$ cat src/rtl/memory_stage.sv
// memory_stage: pipeline memory stage with a two-state data-memory handshake
// and the M/W pipeline register. Upstream stages are held while an access
// is outstanding; the W side receives bubbles during the wait.
// Optional build macro MEM_TIMEOUT_EN: adds an access-timeout counter that
// abandons a stuck access after TIMEOUT_CYCLES wait cycles and pulses MemErr.
module memory_stage #(
    parameter int TIMEOUT_CYCLES = 15
) (
    input  logic        clk,
    input  logic        reset,
    input  logic        RegWriteM,
    input  logic        MemWriteM,
    input  logic        ResultSrcM,
    input  logic        Cant_ByteM,
    input  logic [4:0]  RDM,
    input  logic [18:0] ALUResultM,
    input  logic [18:0] WriteDataM,
    output logic        MemReq,
    output logic        MemWe,
    output logic [18:0] MemAddr,
    output logic [18:0] MemWData,
    output logic        MemByte,
    input  logic        MemAck,
    input  logic [18:0] MemRData,
    output logic        StallM,
    output logic        RegWriteW,
    output logic        ResultSrcW,
    output logic [4:0]  RDW,
    output logic [18:0] ALUResultW,
    output logic [18:0] ReadDataW,
    output logic        MemErr
);

    typedef enum logic [0:0] {IDLE = 1'b0, WAIT = 1'b1} state_t;

    state_t state_r;
    logic   mem_op_s;
    logic   req_s;
    logic   stall_s;
    logic   timeout_s;

    // Zero-extend the low byte of a 19-bit word.
    function automatic logic [18:0] zext_byte(input logic [18:0] d);
        return {11'b0, d[7:0]};
    endfunction

    assign mem_op_s = MemWriteM | ResultSrcM;

`ifdef MEM_TIMEOUT_EN
    localparam int CNT_W = $clog2(TIMEOUT_CYCLES + 1);

    logic [CNT_W-1:0] wait_cnt_r;
    logic             mem_err_r;

    // Timeout fires only when no acknowledge arrives in the expiring cycle.
    assign timeout_s = (state_r == WAIT) && (wait_cnt_r == CNT_W'(TIMEOUT_CYCLES)) && !MemAck;

    // Wait-cycle counter: held at zero in IDLE so it is clear on entry to WAIT.
    always_ff @(posedge clk or posedge reset) begin
        if (reset) begin
            wait_cnt_r <= '0;
        end else if (state_r == IDLE) begin
            wait_cnt_r <= '0;
        end else if (!MemAck && !timeout_s) begin
            wait_cnt_r <= wait_cnt_r + CNT_W'(1);
        end else begin
            wait_cnt_r <= wait_cnt_r;
        end
    end

    // One-cycle error pulse following an abandoned access.
    always_ff @(posedge clk or posedge reset) begin
        if (reset) begin
            mem_err_r <= 1'b0;
        end else begin
            mem_err_r <= timeout_s;
        end
    end

    assign MemErr = mem_err_r;
`else
    // No timeout path: the parameter only appears in a constant-false term.
    assign timeout_s = 1'b0 & (TIMEOUT_CYCLES == 0);
    assign MemErr    = 1'b0;
`endif

    // Request is a pure function of state and inputs, and reset removes it at once.
    assign req_s   = !reset && !timeout_s &&
                     (((state_r == IDLE) && mem_op_s) || (state_r == WAIT));
    assign stall_s = req_s && !MemAck;

    assign MemReq   = req_s;
    assign MemWe    = req_s && MemWriteM;
    assign MemAddr  = ALUResultM;
    assign MemByte  = Cant_ByteM;
    assign MemWData = Cant_ByteM ? zext_byte(WriteDataM) : WriteDataM;
    assign StallM   = stall_s;

    // Handshake FSM: park in WAIT until the memory acknowledges (or times out).
    always_ff @(posedge clk or posedge reset) begin
        if (reset) begin
            state_r <= IDLE;
        end else begin
            case (state_r)
                IDLE: begin
                    if (mem_op_s && !MemAck) begin
                        state_r <= WAIT;
                    end else begin
                        state_r <= IDLE;
                    end
                end
                WAIT: begin
                    if (MemAck || timeout_s) begin
                        state_r <= IDLE;
                    end else begin
                        state_r <= WAIT;
                    end
                end
                default: state_r <= IDLE;
            endcase
        end
    end

    // M/W register: bubble while stalled or abandoned, otherwise take the M inputs.
    always_ff @(posedge clk or posedge reset) begin
        if (reset) begin
            RegWriteW  <= 1'b0;
            ResultSrcW <= 1'b0;
            RDW        <= 5'd0;
            ALUResultW <= 19'd0;
            ReadDataW  <= 19'd0;
        end else if (stall_s || timeout_s) begin
            RegWriteW  <= 1'b0;
            ResultSrcW <= 1'b0;
            RDW        <= 5'd0;
            ALUResultW <= 19'd0;
            ReadDataW  <= 19'd0;
        end else begin
            RegWriteW  <= RegWriteM;
            ResultSrcW <= ResultSrcM;
            RDW        <= RDM;
            ALUResultW <= ALUResultM;
            if (!ResultSrcM) begin
                ReadDataW <= 19'd0;
            end else if (Cant_ByteM) begin
                ReadDataW <= zext_byte(MemRData);
            end else begin
                ReadDataW <= MemRData;
            end
        end
    end

endmodule

$ cat config.mk
export PLATFORM = sky130hd
export DESIGN_NAME = memory_stage
export DESIGN_NICKNAME = d
export VERILOG_FILES = /design/src/rtl/memory_stage.sv
export SDC_FILE = /design/constraint.sdc
export NUM_CORES = 1
export LEC_CHECK = 0
export ABC_AREA = 1
export CAP_MARGIN = 20
export CORE_ASPECT_RATIO = 0.5
export CORE_MARGIN = 2
export CORE_UTILIZATION = 30
export DETAILED_ROUTE_END_ITERATION = 8
export GPL_ROUTABILITY_DRIVEN = 0
export PLACE_DENSITY = 0.71
export SLEW_MARGIN = 20
export SYNTH_ARGS = -nofsm -noshare
export SYNTH_HDL_FRONTEND = slang
export SYNTH_SLANG_ARGS = --single-unit
export TNS_END_PERCENT = 10
$ cat constraint.sdc
create_clock -name clk -period 4.03 [get_ports clk]
set_clock_uncertainty 0.2 [all_clocks]
set_input_delay 0.6045 -clock clk [delete_from_list [all_inputs] [get_ports clk]]
set_output_delay 0.6045 -clock clk [all_outputs]
set_load 0.03 [all_outputs]
==> results of run 1 <==
[worst min-delay path by stage]
stage               slack [ns]  depth (start not counted)       to     from
floorplan                 0.31                          2  state_r  state_r
global placement          0.34                          2  state_r  state_r
detailed placement        0.35                          2  state_r  state_r
CTS                       0.36                          2  state_r  state_r
global route              0.39                          2  state_r  state_r
finish                    0.36                          2  state_r  state_r
[worst register-to-register path, stage by stage (launching register included)]
cell     delay [ns]
dfrtp_1        0.37
nor2_2         0.17
nand2_4        0.08
nand3_4        0.06
buf_4          0.38
nand2_1        0.11
inv_1          0.07
[layer usage]
layer | track usage (%) | up-vias
met3 | 3.467 | 8
met4 | 5.460 | 0
li1 | - | 833
met5 | 0 | -
met1 | 13.95 | 790
met2 | 26.90 | 41
[per-stage QoR]
step                hold slack [ns]  cell area (um^2)  power (mW)  setup WS (ns)
floorplan                    0.3109              2072      0.6863          1.293
global placement             0.3439              3307      0.8110         0.9493
detailed placement           0.3465              3307      0.8155         0.9213
CTS                          0.3605              3472       1.277         0.9219
global route                 0.3893              3472       1.318         0.8255
finish                       0.3593              3472       1.262         0.9112
[final cells by class]
| class | instances | area share (%) |
|---|---|---|
| Tap cell | 92 | 3.315 |
| Sequential cell | 46 | 33.15 |
| Clock buffer | 5 | 3.604 |
| Multi-Input combinational cell | 75 | 10.45 |
| Inverter | 73 | 7.892 |
| Clock inverter | 3 | 1.153 |
| Timing Repair Buffer | 141 | 40.43 |
[flip-flops by register name, indices dropped and copies added, names as in the netlist]
| signal | count |
|---|---|
| ReadDataW | 19 |
| ResultSrcW | 1 |
| state_r | 1 |
| RegWriteW | 1 |
| ALUResultW | 19 |
| RDW | 5 |
[layout by cell type (no fill, tap or decap), drive strengths merged]
cell type,Yosys,final
o211ai,8,8
bufinv,0,1
inv,73,73
clkdlybuf4s50,0,138
a21oi,2,2
nor2,24,24
nand2,39,39
conb,1,1
dfrtp,46,46
clkinv,0,2
buf,36,3
nand3,1,1
clkbuf,1,5
[power by group]
part	total (mW)	switching, mW	internal [mW]	leakage (nW)
Combinational	0.309	0.168	0.141	1.19
Clock	0.458	0.168	0.290	0.0836
Sequential	0.495	0.00710	0.488	0.584
Total	1.26	0.343	0.919	1.85
[logic make-up (layout without fill, tap and decap cells)]
logic type	Yosys count	count (layout)	share of synthesized area (%)
and+or+nand+nor	64	64	13.95
buffers and inverters	110	222	26.93
AOI/OAI and AO/OA	10	10	3.382
other	1	1	0.1810
DFF	46	46	55.56
==> flow_summary.json, run 1 <==
{
  "status": "completed",
  "finalHoldViolations": 0,
  "slew_headroom_pct": 60.22,
  "cp_top_family": "buffers and inverters",
  "worst_pin_slew_ns": 0.5966,
  "rsz0062_at_grt": "false",
  "yosysWarningCount": 0,
  "synth-seq-area-share_pct": 55.56,
  "async_flop_share_pct": 100.0,
  "grt_max_degree": 49,
  "highest_layer": "met4",
  "num_rows": 21,
  "synth_ff_type": "dfrtp_1",
  "synth_enable_flop_cells": 0,
  "hold_path_class": "flip-flop to flip-flop",
  "n_antenna_cell": 0,
  "clk_pin_slew_worst_paths_ns": 0.06,
  "maxSlewViolCount": 0,
  "routedWlPerCell_um": 11.95,
  "ctsResizeCount": 0,
  "wl_met1_um": 1902,
  "cp.required_ns": 3.23,
  "wl_met3_um": 226,
  "syn_area_per_cell_um2": 8.970,
  "setup.worst_path.end": "MemWe",
  "synth_common_cells": "inv_1, dfrtp_1, buf_4, nand2_1, nor2_1",
  "grt_util_all_layers_pct": 13.76,
  "drv_cap": 0,
  "core-area_um2": 6674,
  "die_w_um": 121.5,
  "cts_setup_buffers": 0,
  "finalSetupViolations": 0,
  "drtIter0Drc": 77,
  "multi_input_area_um2": 362.8,
  "cts-root-buf": "clkbuf_16",
  "fin_cells": 435,
  "critical_path_cell_count": 6,
  "layout-drive-gt1-share_pct": 10.79,
  "final_util_pct": 52.02,
  "cts_hold_buf": 0,
  "fin_nets": 411,
  "crit_path_max_incr_delay_ns": 0.68,
  "ys_ff_latch": 46,
  "critPathMaxFanout": 10,
  "startpoint_type": "primary input",
  "synthMostInstantiatedCell": "inv_1",
  "synth_nets": 300,
  "wl_met2_um": 2978,
  "grt_pass1_vias": 1754,
  "synth_top_area_share_pct": 55.56,
  "start_util_pct": 31.05,
  "cp-startpoint": "ResultSrcM",
  "cts_buffers": 5,
  "io_pins": 157,
  "syn_inst": 231,
  "path_buf_inv": 3,
  "yosys.area.top_type": "dfrtp_1",
  "dieArea_um2": 7628,
  "leakage_nw": 1.854,
  "wirelength_um": 5198,
  "ctsHtreeMaxLevel": 2,
  "port_buffers": 139,
  "crit_chain": "clkdlybuf4s50_1, inv_2, nand2_4, nand2_1, nor2_1, clkdlybuf4s50_1",
  "fill_cells": 619,
  "grt_pass1_wl_um": 8114,
  "fin_crit_ns": 3.119,
  "max_freq_mhz": 320.6,
  "dp_cells": 427,
  "reg2reg_slack_ns": 2.53,
  "cts.sinks": 46,
  "drc_errors": 0,
  "crit_type": "primary input to output port",
  "netlist_area_um2": 2072,
  "vias": 1672,
  "die_h_um": 62.77,
  "final_antenna_net_count": 0,
  "clk_latency_ns": 0.28,
  "crit_slowest_cell": "clkdlybuf4s50_1",
  "arrival_ns": 2.31,
  "antenna_found_initial": 0,
  "r2r_cells": 6,
  "powerDensity_nw_per_um2": 363.5,
  "synthTopCellsByArea": "dfrtp_1, buf_4, inv_1",
  "drt_first_pass_iters": 4,
  "grt_overflow_total": 0,
  "yosysUniqueCellTypes": 16,
  "crit_path_end_kind": "output port",
  "viasPerCell": 3.844,
  "regArea_um2": 1151,
  "cts_tree": "done",
  "tns_ns": 0,
  "crit_path_frequent_cell": "clkdlybuf4s50_1",
  "ir_drop_v": 0.0001637,
  "reg2reg_from": "state_r",
  "clock_path_buffers": 2,
  "dp_hpwl_um": 4016,
  "finalCritPeriodShare_pct": 77.39,
  "reg2reg_to": "ALUResultW[9]",
  "syn2layout_area_growth_pct": 67.57
}
(Power assumes the default switching activity.)
==> inputs of run 2 (changes only) <==
--- a/config.mk
+++ b/config.mk
@@ -12,7 +12,7 @@
 export CORE_UTILIZATION = 30
 export DETAILED_ROUTE_END_ITERATION = 8
 export GPL_ROUTABILITY_DRIVEN = 0
-export PLACE_DENSITY = 0.71
+export PLACE_DENSITY = 0.74
 export SLEW_MARGIN = 20
 export SYNTH_ARGS = -nofsm -noshare
 export SYNTH_HDL_FRONTEND = slang
==> constraint.sdc (replaced) <==
create_clock -name clk -period 2.6 [get_ports clk]
set_clock_uncertainty 0.2 [all_clocks]
set_input_delay 0.39 -clock clk [delete_from_list [all_inputs] [get_ports clk]]
set_output_delay 0.39 -clock clk [all_outputs]
set_load 0.03 [all_outputs]
==> run 2 against run 1 <==
Compared with the run above:
- cell area up 0.54%
- worst hold slack worse by 0.014 ns
- largest cell class unchanged
- register-to-register slack worse by 1.4 ns
- die area unchanged
==> flow_summary.json, run 2 (synthesis gave the netlist of run 1 again) <==
{
  "drt_first_pass_iters": 4,
  "dp_hpwl_um": 3957,
  "port_buffers": 139,
  "fin_crit_ns": 2.354,
  "n_antenna_cell": 0,
  "drv_cap": 0,
  "drc_errors": 0,
  "hold_path_class": "flip-flop to flip-flop",
  "busiest_layer": "met2",
  "ir_drop_v": 0.0002156,
  "gr-usage-met3_pct": 3.102,
  "crit_type": "primary input to output port",
  "start_util_pct": 31.05,
  "io_pins": 157,
  "arrival_ns": 1.76,
  "powerDensity_nw_per_um2": 561.3,
  "dieArea_um2": 7628,
  "crit_path_frequent_cell": "clkdlybuf4s50_1",
  "critPathMaxFanout": 13,
  "grt_pass1_wl_um": 8307,
  "clk_latency_ns": 0.28,
  "fin_nets": 414,
  "tns_ns": 0,
  "rsz0062_at_grt": "false",
  "ctsResizeCount": 0,
  "viasPerCell": 3.710,
  "drtIter0Drc": 71,
  "crit_slowest_cell": "clkdlybuf4s50_1",
  "grt_pass1_vias": 1729,
  "cts_tree": "done",
  "vias": 1625,
  "die_w_um": 121.5,
  "die_h_um": 62.77,
  "grt_overflow_total": 0,
  "status": "completed",
  "grtUsageMet1_pct": 16.06,
  "syn2layout_area_growth_pct": 68.48,
  "placed_area_um2": 3324,
  "startpoint_type": "primary input",
  "crit_chain": "clkdlybuf4s50_1, buf_4, nor2_1, clkdlybuf4s50_1",
  "cts.sinks": 46,
  "crit_path_max_incr_delay_ns": 0.69,
  "final_antenna_net_count": 0,
  "finalSetupViolations": 0,
  "clock_path_buffers": 2,
  "reg.largest.list": "ALUResultW: 19 flops, ReadDataW: 19 flops, RDW: 5 flops",
  "cp.required_ns": 2.01,
  "leakage_nw": 1.864,
  "antenna_found_initial": 0,
  "finalCritPeriodShare_pct": 90.54,
  "grt_util_all_layers_pct": 13.99,
  "mostFrequentLayoutCell": "clkdlybuf4s50_1",
  "grtUsageMet2_pct": 25.98,
  "max_freq_mhz": 424.8,
  "cts_buffers": 5,
  "clk_pin_slew_worst_paths_ns": 0.07,
  "power_mw": 1.959,
  "final_util_pct": 52.31,
  "maxSlewViolCount": 0,
  "num_rows": 21,
  "cts_setup_buffers": 0,
  "ctsHtreeMaxLevel": 2,
  "core-area_um2": 6674,
  "layout-drive-gt1-share_pct": 11.85,
  "routedWlPerCell_um": 11.65,
  "design_area_um2": 3491,
  "layout_common_cells": "clkdlybuf4s50_1, inv_1, dfrtp_1",
  "cts-root-buf": "clkbuf_16",
  "cts_hold_buf": 0,
  "crit_path_end_kind": "output port",
  "grt_max_degree": 28,
  "finalHoldViolations": 0,
  "wirelength_um": 5103
}
==> run 2: cell types whose count changed in the layout (fill, tap and decap cells not counted) <==
| cell | delta |
|---|---|
| buf_4 | +5 |
| clkbuf_1 | +1 |
| clkdlybuf4s50_1 | -2 |
| clkinv_2 | -2 |
| clkinvlp_4 | +1 |
==> run 2: worst paths after layout <==
check / cells after the start / start / slack [ns] / to
min in group asynchronous: 3 / reset / 0.58 / ResultSrcW
worst max-delay path: 4 / Cant_ByteM / 0.25 / MemWData[12]
worst max register to register: 6 / state_r / 1.08 / ALUResultW[13]
worst min register to register: 2 / state_r / 0.35 / state_r
worst min-delay path: 2 / state_r / 0.35 / state_r
max in group asynchronous: 3 / reset / 1.37 / ALUResultW[17]
==> run 2: metal layers <==
layer	routed length [um]	part of all wire [%]
met5	0	0
met1	1999	39
met3	249	4.9
met4	75	1.5
met2	2779	54
==> run 2: where the power goes <==
| part | switching [mW] | internal, mW |
|---|---|---|
| registers | 0.0105 | 0.756 |
| clock network | 0.258 | 0.454 |
| logic | 0.261 | 0.220 |
==> run 2: critical path: cells and delay by family <==
kind / cells / cell delay, ns
and+or+nand+nor: 1 / 0.12
buffers and inverters: 3 / 1.26
==> run 2: area by class of cell <==
type,instances,area (um^2)
repair buffers,144,1421
clock buffers,6,128.9
well taps,92,115.1
inverters,73,274.0
clock inverters,2,37.54
multi-input cells,75,362.8
flip-flops and latches,46,1151
fillers,601,3183
==> run 2: through the flow <==
stage | hold WS (ns) | instances | setup WS [ns]
2_1_floorplan | 0.2888 | 231 | 0.2918
3_5_place_dp | 0.3330 | 430 | 0.2345
4_1_cts | 0.3474 | 438 | 0.2267
6_report | 0.3450 | 438 | 0.2460
5_1_grt | 0.3865 | 438 | 0.1606
3_3_place_gp | 0.3202 | 430 | 0.2640
==> inputs of run 3 (changes only) <==
--- a/config.mk
+++ b/config.mk
@@ -6,7 +6,7 @@
 export NUM_CORES = 1
 export LEC_CHECK = 0
 export ABC_AREA = 1
-export CAP_MARGIN = 20
+export CAP_MARGIN = 40
 export CORE_ASPECT_RATIO = 0.5
 export CORE_MARGIN = 2
 export CORE_UTILIZATION = 30
==> results of run 3 <==
No change in the layout: final DEF, timing and power equal those of run 2.
